## src/rtl/dm_arbiter.sv

```systemverilog
// -----------------------------------------------------------------------------
// dm_arbiter
//
// Two-master arbiter in front of a single data memory port. Each access runs
// IDLE -> ACCESS -> RESP -> IDLE. In IDLE one requester is chosen and its
// command is latched. In ACCESS the memory is driven and the requester receives
// a grant pulse. In RESP the requester receives a done pulse, plus err if the
// access was misaligned.
//
// Build option:
//   DM_ARB_RR_EN  defined   -> round-robin arbitration (last winner yields)
//                 undefined -> m0 fixed priority; m1 wins after MAX_BURST
//                              consecutive m0 grants while it is waiting
//
// Ports:
//   clk, reset                  clock (rising edge), async active-high reset
//   mN_req/we/ls_op/addr/wdata  request and command from master N (N=0,1)
//   mN_gnt, mN_done, mN_err     grant, completion and misalignment pulses
//   m_rdata                     load data, held until the next capture
//   dm_we/ls_op/addr/wdata      memory drive, zero outside ACCESS
//   dm_rdata                    combinational memory read data
//   busy                        high whenever the FSM is not in IDLE
// -----------------------------------------------------------------------------
module dm_arbiter #(
    parameter int MAX_BURST = 4
) (
    input  logic        clk,
    input  logic        reset,
    input  logic        m0_req,
    input  logic        m0_we,
    input  logic [1:0]  m0_ls_op,
    input  logic [31:0] m0_addr,
    input  logic [31:0] m0_wdata,
    input  logic        m1_req,
    input  logic        m1_we,
    input  logic [1:0]  m1_ls_op,
    input  logic [31:0] m1_addr,
    input  logic [31:0] m1_wdata,
    output logic        m0_gnt,
    output logic        m0_done,
    output logic        m0_err,
    output logic        m1_gnt,
    output logic        m1_done,
    output logic        m1_err,
    output logic [31:0] m_rdata,
    output logic        dm_we,
    output logic [1:0]  dm_ls_op,
    output logic [31:0] dm_addr,
    output logic [31:0] dm_wdata,
    input  logic [31:0] dm_rdata,
    output logic        busy
);

    typedef enum logic [1:0] {
        S_IDLE   = 2'd0,
        S_ACCESS = 2'd1,
        S_RESP   = 2'd2
    } state_t;

    state_t      r_state;
    state_t      w_next;
    logic        r_win;      // 0 = m0, 1 = m1
    logic        r_we;
    logic [1:0]  r_ls_op;
    logic [31:0] r_addr;
    logic [31:0] r_wdata;
    logic [31:0] r_rdata;
    logic        w_win;
    logic        w_any;
    logic        w_start;
    logic        w_access;
    logic        w_resp;
    logic        w_mis;

    assign w_any    = m0_req | m1_req;
    assign w_start  = (r_state == S_IDLE) && w_any;
    assign w_access = (r_state == S_ACCESS);
    assign w_resp   = (r_state == S_RESP);

    // ls_op 10 and 11 are both byte accesses and can never be misaligned.
    assign w_mis = ((r_ls_op == 2'b00) && (r_addr[1:0] != 2'b00)) ||
                   ((r_ls_op == 2'b01) && r_addr[0]);

`ifdef DM_ARB_RR_EN
    // Last-winner pointer; reset to 1 so that m0 wins the first contest.
    logic r_last;

    always_comb begin
        if (m0_req && m1_req) w_win = ~r_last;
        else                  w_win = m1_req;
    end

    always_ff @(posedge clk or posedge reset) begin
        if (reset)        r_last <= 1'b1;
        else if (w_start) r_last <= w_win;
    end
`else
    // Consecutive m0 grants taken while m1 was waiting. The extra headroom
    // keeps the width at least one bit for any MAX_BURST.
    localparam int CW = $clog2(MAX_BURST + 2);
    logic [CW-1:0] r_burst;

    assign w_win = m1_req && (!m0_req || (r_burst == CW'(MAX_BURST)));

    always_ff @(posedge clk or posedge reset) begin
        if (reset) begin
            r_burst <= '0;
        end else if (r_state == S_IDLE) begin
            if (!m1_req || (w_start && w_win)) r_burst <= '0;
            else if (w_start)                  r_burst <= r_burst + 1'b1;
        end
    end
`endif

    // NOTE: give every always_comb output a default before any branch so no
    // path leaves it unassigned; otherwise synthesis infers a latch.
    always_comb begin
        w_next = r_state;
        case (r_state)
            S_IDLE:   if (w_any) w_next = S_ACCESS;
            S_ACCESS: w_next = S_RESP;
            S_RESP:   w_next = S_IDLE;
            default:  w_next = S_IDLE;
        endcase
    end

    // NOTE: sequential state uses non-blocking assignments so every register
    // samples pre-edge values, independent of statement order.
    always_ff @(posedge clk or posedge reset) begin
        if (reset) begin
            r_state <= S_IDLE;
            r_win   <= 1'b0;
            r_we    <= 1'b0;
            r_ls_op <= 2'b00;
            r_addr  <= '0;
            r_wdata <= '0;
            r_rdata <= '0;
        end else begin
            r_state <= w_next;
            if (w_start) begin
                r_win   <= w_win;
                r_we    <= w_win ? m1_we    : m0_we;
                r_ls_op <= w_win ? m1_ls_op : m0_ls_op;
                r_addr  <= w_win ? m1_addr  : m0_addr;
                r_wdata <= w_win ? m1_wdata : m0_wdata;
            end
            // A misaligned access leaves the previous load data in place.
            if (w_access && !w_mis) r_rdata <= dm_rdata;
        end
    end

    // Outputs decode straight from the state register, so an async reset
    // removes dm_we and the pulses in the same cycle.
    assign dm_we    = w_access && r_we && !w_mis;
    assign dm_ls_op = w_access ? r_ls_op : 2'b00;
    assign dm_addr  = w_access ? r_addr  : 32'd0;
    assign dm_wdata = w_access ? r_wdata : 32'd0;

    assign m0_gnt  = w_access && !r_win;
    assign m1_gnt  = w_access &&  r_win;
    assign m0_done = w_resp   && !r_win;
    assign m1_done = w_resp   &&  r_win;
    assign m0_err  = w_resp   && !r_win && w_mis;
    assign m1_err  = w_resp   &&  r_win && w_mis;

    assign m_rdata = r_rdata;
    assign busy    = (r_state != S_IDLE);

endmodule

```

## config.mk

```make
export PLATFORM = sky130hd
export DESIGN_NAME = dm_arbiter
export DESIGN_NICKNAME = d
export VERILOG_FILES = /design/src/rtl/dm_arbiter.sv
export SDC_FILE = /design/constraint.sdc
export NUM_CORES = 1
export LEC_CHECK = 0
export ABC_AREA = 1
export BUFFER_PORTS_ARGS = -buffer_cell sky130_fd_sc_hd__buf_2
export CAP_MARGIN = 5
export CORE_ASPECT_RATIO = 0.75
export CORE_MARGIN = 10
export CORE_UTILIZATION = 35
export DETAILED_ROUTE_END_ITERATION = 8
export PLACE_DENSITY_LB_ADDON = 0.15
export SLEW_MARGIN = 20
export SYNTH_ARGS = -nofsm -noshare
export SYNTH_HDL_FRONTEND = slang
export SYNTH_SLANG_ARGS = --single-unit
```

## constraint.sdc

```tcl
create_clock -name clk -period 8.39 [get_ports clk]
set_input_delay 1.678 -clock clk [delete_from_list [all_inputs] [get_ports clk]]
set_output_delay 1.678 -clock clk [all_outputs]
set_load 0.05 [all_outputs]
```

### After elaboration in Yosys (flattened, before gate mapping)

Cells that the tools add are included.

| storage, ports and cells | value |
|---|---|
| register bits after elaboration | 105 |
| input port bits | 170 |
| logic and storage cells | 53 |

| cells by class | value |
|---|---|
| add/subtract/negate cells | 1 |
| equal/unequal tests | 5 |
| multiplexer cells | 11 |
| bitwise operators | 1 |
| reduce and logical (&&, ||, !) cells | 27 |

Operator list:

| kind | count |
|---|---|
| 32-bit 2-to-1 mux | 4 |
| 1-bit logical AND | 14 |
| 2-bit 2-to-1 mux | 3 |
| 3-bit 2-to-1 mux | 2 |
| 2-bit nonzero test | 3 |
| 2-bit by 1-bit equality test with 1-bit output, second input constant | 2 |
| 1-bit logical NOT | 4 |
| 2-bit logical NOT | 2 |
| 2-bit case mux with 2 select lines | 1 |
| 3-bit by 1-bit adder with 3-bit output, second input constant | 1 |
| 3-bit equality test, second input constant | 1 |
| 1-bit logical OR | 3 |
| 2-bit equality test, second input constant | 1 |
| 2-bit != test, second input constant | 1 |
| 2-bit AND reduction | 1 |
| 1-bit 2-to-1 mux | 1 |
| 1-bit OR | 1 |

### Logic depth before layout (Yosys ltp)

| logic depth | value |
|---|---|
| depth in word-level cells | 7 |
| mapped depth | 10 |

### Worst setup path before layout

No wires, ideal clock.

| timing | value |
|---|---|
| path type | reg2out |
| start point | register r_ls_op[0] |
| end point | output port m0_err |
| arrival | 1.946 ns |
| data required time | 6.712 ns |
| path slack | 4.766 ns |
| stages on the path, launching flop included | 5 |
| path through | dfrtp_1 o21ai_0 nand2_1 clkbuf_1 nor3_1 |

| between the ends | value |
|---|---|
| longest elaborated chain between the ends | 4 |
| elaborated cells between the ends (all ways) | 6 |
| classes of those cells | eq/ne (1); reduce/logical (5) |

Ends and longest elaborated chain:

| element | RTL line | source |
|---|---|---|
| start, declared | 64 | `logic [1:0] r_ls_op;` |
| start signal, assigned | 143 | `r_ls_op <= w_win ? m1_ls_op : m0_ls_op;` |
| 2-bit by 1-bit equality test with 1-bit output or 2-bit logical NOT (tied branches) | 82, 81 |  |
| 1-bit logical AND (on tied branches) | 82, 81 |  |
| 1-bit logical OR * | 81 | `assign w_mis = ((r_ls_op == 2'b00) && (r_addr[1:0] != 2'b00)) \|\|` |
| 1-bit logical AND * | 163 | `assign m0_err = w_resp && !r_win && w_mis;` |
| end, declared | 41 | `output logic m0_err,` |

Every way passes the cells marked *; elsewhere a longest branch is shown, timed or not.

### Worst setup path in the final report

| timing | value |
|---|---|
| start point | register r_state[1] |
| end point | output port dm_wdata[6] |

| between the ends | value |
|---|---|
| longest elaborated chain between the ends | 2 |

Ends and longest elaborated chain:

| element | RTL line | source |
|---|---|---|
| start, declared | 60 | `state_t r_state;` |
| start signal, assigned | 139 | `r_state <= w_next;` |
| 2-bit by 1-bit equality test with 1-bit output | 77 | `assign w_access = (r_state == S_ACCESS);` |
| 32-bit 2-to-1 mux | 157 | `assign dm_wdata = w_access ? r_wdata : 32'd0;` |
| end, declared | 49 | `output logic [31:0] dm_wdata,` |

Every way passes these cells.

==> flow_summary.toml <==
[clock_tree]
htree_levels = 3
cts_hold_buf = 0
post_cts_buffers = 0
cts_made_buffers = 9
max-clock-path-buffers = 2
clock_latency_ns = 0.35
cts_tree = "built"
cts.sinks = 105
cts-root-buf = "clkbuf_16"
clk_pin_slew_worst_paths_ns = 0.08
cts_repair_resize_count = 0

[detailed_routing]
wirelength_mm = 19.6
routedWlPerCell_um = 15.2
antenna_left = 0
drtPass1Iterations = 5
drtIter0Drc = 530
routed-via-count = 5814
drcViolationCount = 0
vias_per_cell = 4.50

[grt]
first_global_vias = 5803
grt_max_degree = 73
overflow = 0
grt_use_total_pct = 17.0
grt_first_pass_wirelength_mm = 31.4
antenna_found_initial = 1

[worst_setup_path]
cp_num_buf_inv = 4
r2r_slack_ns = 6.27
max_stage_delay_ns = 0.40
crit_path_frequent_cell = "buf_4"
crit_type = "register to output pin"
startpoint_type = "register"
cp.arrival_ns = 2.32
crit_chain = "nor2_2 -> buf_4 -> inv_2 -> buf_4 -> nor2_1 -> buf_2"
cp_slowest_cell = "dfrtp_1"
r2r_end = "r_wdata[29]"
critical_path.top_delay_family = "buffers and inverters"
required_ns = 6.71
rr_worst_depth = 9
path_max_fanout = 50
cp-end-kind = "output pin"
rr_startpoint = "r_burst[0]"

[logic_synthesis]
muxShareOfSynthArea_pct = 0
synth_top_family_by_area = "simple AND/OR/NAND/NOR gates"
ys_types = 20
synth_area_per_cell_sq_um = 7.01
synth_compound_area_share_pct = 0.536
yosysWarnings = 0
synth_nets = 1005
synth-edff-count = 0
ys.flop_type = "dfrtp_1"
synth_area_leader_cell = "dfrtp_1"
yosys.area_share.simple_pct = 40.5
ys_seq_area_share_pct = 45.0
synth_area_sq_um = 5840
synth_most_common_cell = "nand2_1"
synth_area_leaders = "dfrtp_1, nand2_1, inv_1"
synth-async-reset-ratio_pct = 100
synth_common_cells = "nand2_1, inv_1, dfrtp_1, nand3_1, nor2_1"
netlist.area_leader.share_pct = 45.0
synth-seq-cells = 105
post_synth_fa_ha_maj_area_fraction_pct = 0.428
syn_inst = 833
synth_xor_area_share_pct = 0

[power_and_ir_drop]
p_int_mw = 1.41
p_sw_mw = 1.68
pwr-share-seq_pct = 28.6
cellLeakagePower_nw = 4.70
p_clk_share_pct = 14.0
p_sw_share_pct = 54.5
peakVddDrop_mv = 0.150
power_density_nw_per_um2 = 406
comb_power_share_pct = 57.3

[placed_design]
pre_cts_ws_ns = 4.64
gp_congestion = 0.798
dp_hpwl_mm = 14.1
port_buffers = 275

[min_path]
hp-start = "m_rdata[3]"
worstHoldPathCells = 2
min_to = "m_rdata[3]"
hp-class = "register to register"

[floorplanning]
die_w_um = 169
fp-row-count = 40
dieHeight_um = 132
initial_core_util_pct = 36.0
io_pins = 276
dieArea_sq_um = 22300
core_sq_um = 16200

[timing]
tightest_slew_ns = 0.935
finalCriticalPeriod_ns = 4.00
clock_skew_ns = 0.0107
clock.fmax_ghz = 0.250
fin_ws_ns = 4.39
rsz0062_at_grt = "no"
drv_slew = 0
final_hold_viol_count = 0
finalSetupViolCount = 0
setup_tns_ns = 0
fin_crit_sh_pct = 47.7
slew_headroom_pct = 37.6

[flow_run]
drv_cap = 0

[final_layout]
drive_gt1_share_pct = 28.7
area_growth_syn_to_layout_pct = 30.4
nets = 1249

[outcome]
outcome = "completed"
[worst max path at each step]
stage              endpoint  slack [ns]       start  cells past startpoint
2_1_floorplan    m_rdata[0]        3.95       reset                      1
3_3_place_gp     r_burst[0]        4.66      m1_req                      8
3_5_place_dp     r_ls_op[0]        4.64      m1_req                      7
4_1_cts        dm_wdata[15]        4.34  r_state[0]                      7
5_1_grt          dm_addr[0]        4.18  r_state[1]                      6
6_report        dm_wdata[6]        4.39  r_state[1]                      6
[layer usage]
layer / part of all wire (%) / vias to the layer above / wire, um / global-route usage [%]
li1: - / 2991 / - / -
met1: 44 / 2605 / 8550 / 21.6
met2: 46 / 204 / 9000 / 26.4
met3: 9.5 / 14 / 1860 / 6.76
met4: 0.98 / 0 / 193 / 3.78
met5: 0 / - / 0 / 0
[sequential cells by signal, summed over array words and instances (netlist names)]
signal	count
r_burst	3
m_rdata	32
r_win	1
r_state	2
r_wdata	32
r_we	1
r_addr	32
r_ls_op	2
[metrics by stage]
| step | util [%] | power [mW] | std cells | hold WS [ns] | instance area (sq um) |
|---|---|---|---|---|---|
| floorplan | - | 2.24 | 833 | 0.449 | 5840 |
| global placement | 45.1 | 2.67 | 1276 | 0.449 | 7310 |
| detailed placement | 45.1 | 2.69 | 1276 | 0.453 | 7310 |
| CTS | 46.9 | 3.14 | 1292 | 0.471 | 7610 |
| global route | 47.0 | 3.34 | 1293 | 0.487 | 7610 |
| finish | 47.0 | 3.09 | 1293 | 0.467 | 7610 |
[power groups by stage]
stage,Sequential [mW],Clock [mW],Combinational (mW)
after floorplan,1.13,0,1.11
after global placement,0.888,0,1.79
after detailed placement,0.892,0,1.80
after CTS,0.884,0.451,1.80
after global routing,0.919,0.469,1.95
final,0.884,0.434,1.77
[layout make-up]
type                            count  area, sq um
Fill cell                        1727         8600
Sequential cell                   105         2630
Multi-Input combinational cell    532         2430
Timing Repair Buffer              285         1450
Clock inverter                      6         72.6
Inverter                          144          543
Clock buffer                       10          229
Tap cell                          210          263
Antenna cell                        1         2.50
[cell usage in the layout, fill, tap and decap left out, drive strengths merged]
cell type / Yosys / layout
nand3b: 68 / 68
clkbuf: 21 / 10
clkinv: 0 / 1
inv: 144 / 147
ha: 2 / 2
diode: 0 / 1
bufinv: 0 / 1
nand2: 279 / 279
buf: 31 / 285
a31oi: 1 / 1
nand3: 100 / 100
dfrtp: 105 / 105
o21ai: 2 / 2
nor3: 2 / 2
a21oi: 3 / 3
clkinvlp: 0 / 1
nor2: 75 / 75
[tightest hold or removal path, delay by kind of cell (launching register included)]
kind,cells,cell delay (ns)
simple gates,2,0.10
flops,1,0.34
[cells by family (layout without fill, tap and decap cells)]
| family | Yosys count | after routing |
|---|---|---|
| AO/OA/AOI/OAI | 6 | 6 |
| flip-flops | 105 | 105 |
| other | 0 | 1 |
| buffers and inverters | 196 | 445 |
| adder cells (fa/ha/maj) | 2 | 2 |
| AND/OR/NAND/NOR | 524 | 524 |
No activity file was read; power rests on OpenSTA's default activity.
